==> config.mk <==
export PLATFORM = sky130hd
export DESIGN_NAME = serial_deserializer_flat
export DESIGN_NICKNAME = d
export VERILOG_FILES = /design/src/rtl/serial_deserializer_if.sv /design/src/rtl/serial_deserializer.sv /design/src/flat_wrapper.sv
export SDC_FILE = /design/constraint.sdc
export NUM_CORES = 1
export LEC_CHECK = 0
export ABC_AREA = 1
export CAP_MARGIN = 20
export CORE_MARGIN = 2
export CORE_UTILIZATION = 46
export DETAILED_ROUTE_END_ITERATION = 12
export PLACE_DENSITY = 0.77
export SYNTH_ARGS = -nofsm -noshare
export SYNTH_HDL_FRONTEND = slang
export SYNTH_SLANG_ARGS = --single-unit
==> constraint.sdc <==
create_clock -name clock -period 1.26 [get_ports clock]
set_input_delay 0.189 -clock clock [delete_from_list [all_inputs] [get_ports clock]]
set_output_delay 0.189 -clock clock [all_outputs]
set_load 0.05 [all_outputs]
==> src/rtl/serial_deserializer_if.sv <==
// rtl/serial_deserializer_if.sv - serial-in / parallel-out handshake bundle for serial_deserializer
interface serial_deserializer_if #(
    parameter int WIDTH = 8
);
    logic             start;
    logic             serIn;
    logic             ready;
    logic [WIDTH-1:0] dataOut;
    logic             valid;
    logic             busy;
    logic             overrun;

    modport master (
        output start, serIn, ready,
        input  dataOut, valid, busy, overrun
    );

    modport slave (
        input  start, serIn, ready,
        output dataOut, valid, busy, overrun
    );
endinterface

==> src/rtl/serial_deserializer.sv <==
// rtl/serial_deserializer.sv - LSB-first bit-serial to parallel converter with valid/ready output
module serial_deserializer #(
    parameter int WIDTH = 8
) (
    input  logic              clock,
    input  logic              reset_L,
    serial_deserializer_if.slave bus
);
    localparam int CW = $clog2(WIDTH) + 1;
    localparam logic [CW-1:0] LAST = CW'(WIDTH - 1);

    localparam logic [1:0] IDLE  = 2'd0;
    localparam logic [1:0] SHIFT = 2'd1;
    localparam logic [1:0] HOLD  = 2'd2;

    logic [1:0]       state_q, state_d;
    logic [CW-1:0]    cnt_q, cnt_d;
    logic [WIDTH-1:0] sh_q, sh_d;
    logic [WIDTH-1:0] data_q, data_d;
    logic             ovr_q, ovr_d;
    logic             valid_q, busy_q;

    logic [WIDTH-1:0] shifted;
    logic [WIDTH-1:0] first;

    // New bits enter at the MSB so that bit 0 ends at the LSB after WIDTH samples.
    assign shifted = {bus.serIn, sh_q[WIDTH-1:1]};
    assign first   = {bus.serIn, {(WIDTH-1){1'b0}}};

    always_comb begin
        state_d = state_q;
        cnt_d   = cnt_q;
        sh_d    = sh_q;
        data_d  = data_q;
        ovr_d   = 1'b0;
        case (state_q)
            IDLE: begin
                if (bus.start) begin
                    sh_d    = first;
                    cnt_d   = CW'(1);
                    state_d = SHIFT;
                end
            end
            SHIFT: begin
                if (bus.start) begin
                    sh_d  = first;
                    cnt_d = CW'(1);
                end else begin
                    sh_d  = shifted;
                    cnt_d = cnt_q + CW'(1);
                    if (cnt_q == LAST) begin
                        data_d  = shifted;
                        state_d = HOLD;
                    end
                end
            end
            HOLD: begin
                if (bus.ready) begin
                    if (bus.start) begin
                        sh_d    = first;
                        cnt_d   = CW'(1);
                        state_d = SHIFT;
                    end else begin
                        state_d = IDLE;
                    end
                end else if (bus.start) begin
                    // The held word wins; the incoming frame is dropped whole.
                    ovr_d = 1'b1;
                end
            end
            default: state_d = IDLE;
        endcase
    end

    always_ff @(posedge clock or negedge reset_L) begin
        if (!reset_L) begin
            state_q <= IDLE;
            cnt_q   <= '0;
            sh_q    <= '0;
            data_q  <= '0;
            ovr_q   <= 1'b0;
            valid_q <= 1'b0;
            busy_q  <= 1'b0;
        end else begin
            state_q <= state_d;
            cnt_q   <= cnt_d;
            sh_q    <= sh_d;
            data_q  <= data_d;
            ovr_q   <= ovr_d;
            valid_q <= (state_d == HOLD);
            busy_q  <= (state_d == SHIFT);
        end
    end

    assign bus.dataOut = data_q;
    assign bus.valid   = valid_q;
    assign bus.busy    = busy_q;
    assign bus.overrun = ovr_q;
endmodule

==> src/flat_wrapper.sv <==
// flat-port wrapper written by rule: the top's interface ports become plain ports
module serial_deserializer_flat 
#(
    parameter int WIDTH = 8
)
  (clock, reset_L, bus_start, bus_serIn, bus_ready, bus_dataOut, bus_valid, bus_busy, bus_overrun);
  serial_deserializer_if #(.WIDTH(WIDTH)) bus_i ();
  input  logic clock;
  input  logic reset_L;
  input wire logic [$bits(bus_i.start)-1:0] bus_start;
  input wire logic [$bits(bus_i.serIn)-1:0] bus_serIn;
  input wire logic [$bits(bus_i.ready)-1:0] bus_ready;
  output wire logic [$bits(bus_i.dataOut)-1:0] bus_dataOut;
  output wire logic [$bits(bus_i.valid)-1:0] bus_valid;
  output wire logic [$bits(bus_i.busy)-1:0] bus_busy;
  output wire logic [$bits(bus_i.overrun)-1:0] bus_overrun;
  assign bus_i.start = bus_start;
  assign bus_i.serIn = bus_serIn;
  assign bus_i.ready = bus_ready;
  assign bus_dataOut = bus_i.dataOut;
  assign bus_valid = bus_i.valid;
  assign bus_busy = bus_i.busy;
  assign bus_overrun = bus_i.overrun;
  serial_deserializer #(.WIDTH(WIDTH)) u_core (.clock(clock), .reset_L(reset_L), .bus(bus_i));
endmodule
==> metrics <==
vias in the first global route=794; Post-Syn Nets=106; EDFF count, synth=0; Post-Syn Area=997 um^2; crit path kind=flop to flop; RSZ-0062 raised after global routing=yes; gr usage total=17.4%; Worst Path Max Fanout=9; Max Freq=782 MHz; initial core utilization=49.8%; count of cell types in the netlist=17; HPWL after detailed placement=1230 um; pre-CTS setup slack=-0.0741 ns; skew final=0.0105 ns; setup repair bufs after CTS=0; GP Congestion=0.806; Met2 Wirelength=978 um; CTS root buffer=clkbuf_4; ys async rst share=100%; antenna cells=0; grt ovf=0; I/O pin cnt=16; Die X-Extent=50.6 um; Critical Path Start Type=flop; violated checks=negative setup slack; Placeable Area=0.00200 mm^2; later-pin clock latency in the skew report=0.33 ns; Final min period=1.28 ns; Req. time, crit path=1.48 ns; HP Class=input port to asynchronous set/reset pin; layout cells sized above 1=29.8%; Die Footprint=0.00256 mm^2; DRT met1 WL=831 um; PortBufs=15; post-DR vias/cell=5.22; Remaining DRCs=0; CTS tree=yes; row cnt=16; Syn Area/Cell=9.97 um^2; Worst-path clk slew=0.13 ns; Die Span Y=50.6 um; Ys Warns=0; Final WS setup=-0.0183 ns; slew margin rel.=79.9%; CTS sink cnt=24; Worst setup EP type=flop; via count=788; maximum vdd drop=1.37 mV; slowest CP cell=dfrtp_1; most frequent cells in the layout=25 x nand2_1, 24 x dfrtp_1, 14 x inv_1; initial antenna violation count=0; H-Tree Level Count=1; Main synth FF type=dfrtp_1; fin nets=131; P&R area growth vs syn=40.4%; max-slew violations=0; Tcrit/Tclk final=101%; CP Data Arrival Time=1.50 ns; synthesized instance count=100; Num CTS Buffers=3; status=complete, but fails checks; first-pass GRT wire length=3310 um; share of the yosys chip area belonging to registers=60.2%; Longest Clk Path Bufs=2; Leak=0.651 nW; Slew @ Worst Pin=0.301 ns; worst path cell trace=ha_2, nand2_2, nor2_4, nand3_4, nand2_1, o21ai_2; highest routed layer=met4; Critical Path Max Stage Delay=0.40 ns; largest net degree at the start of global routing=25; Post-DRT Antenna Nets=0; end-of-flow core utilization=69.9%; Filler cells=151; Avg WL per Cell=12.8 um; commonest non-fill, non-tap cell in the layout=nand2_1; 1st-pass router iterations=4; power density cells=1940 mW/mm^2; # setup viols final=2; #FFs+latches synth=24; maxcap violations=0; Starting DRT DRC Count=28; drt total wl=1940 um; routed wl met3=88 um; Hold Fails Final Rpt=0
-- final cells by class --
class                           count  area, um^2  share of cell area [%]
Sequential cell                    24         601                    42.9
Multi-Input combinational cell     61         358                    25.6
Timing Repair Buffer               20         298                    21.3
Inverter                           15        57.6                    4.11
Tap cell                           27        33.8                    2.41
Clock inverter                      1        30.0                    2.14
Clock buffer                        3        22.5                    1.61
-- sequential cells by signal, summed over array words and instances (netlist names) --
name	cells
u_core.bus.dataOut	8
u_core.cnt_q	4
u_core.bus.valid	1
u_core.sh_q	7
u_core.state_q	2
u_core.bus.overrun	1
u_core.bus.busy	1
-- cells in the mapped netlist (2+ instances only) --
library cell	instances	share of area, %
a21oi_1	2	1.0
dfrtp_1	24	60
inv_1	14	5.3
nand2_1	27	10
nand3_1	3	1.5
nand4_1	2	1.3
nor2_1	2	0.75
o21ai_0	5	2.5
o21ai_2	8	7.0
o22ai_1	6	3.8
-- stage by stage --
stage	instances	setup TNS (ns)	total power, mW	hold slack (ns)	area [um^2]
finish	151	-0.0318	2.71	0.206	1400
global route	151	-0.637	2.86	0.241	1400
CTS	151	0	2.69	0.217	1390
detailed placement	146	-1.06	2.10	0.473	1320
global placement	146	-0.528	2.07	0.468	1320
floorplan	100	0	1.64	-0.107	997
-- where the power goes --
part / internal, mW / switching [mW]
registers: 0.936 / 0.148
logic: 0.455 / 0.615
clock network: 0.322 / 0.236
-- timing repair --
item | CTS | global route
pin swaps | 1 | 0
hold buffers | 0 | 0
cloned | 1 | 0
resized for setup | 2 | 3
endpoints found under the setup margin | 9 | 17
-- final timing paths --
kind | from | to | slack (ns) | cells past startpoint
setup / recovery | u_core.cnt_q[0] | u_core.bus.dataOut[2] | -0.02 | 6
hold / removal | reset_L | u_core.cnt_q[2] | 0.21 | 2
setup reg to reg | u_core.cnt_q[0] | u_core.bus.dataOut[2] | -0.02 | 6
hold reg to reg | u_core.sh_q[7] | u_core.sh_q[7] | 0.51 | 2
max in group asynchronous | reset_L | u_core.bus.busy | 0.82 | 2
min in group clock | bus_serIn | u_core.bus.dataOut[7] | 0.43 | 3
-- metal layers --
layer / GRT usage [%] / up-vias
li1: - / 376
met1: 21.9 / 385
met2: 28.3 / 22
met3: 2.98 / 5
met4: 9.46 / 0
met5: 0 / -
-- worst max-delay path: cells and delay by family (launching register included) --
family / cells / cell delay, ns
AND/OR/NAND/NOR: 4 / 0.52
adder cells (fa/ha/maj): 1 / 0.20
flip-flops: 1 / 0.40
AO/OA/AOI/OAI: 1 / 0.05
-- cell families after synthesis --
kind of cell | share of synthesized area, %
simple gates | 17.3
flops | 60.2
compound gates | 14.3
buf+inv | 6.90
fa+ha+maj | 1.25
No activity file was read; power rests on OpenSTA's default activity.
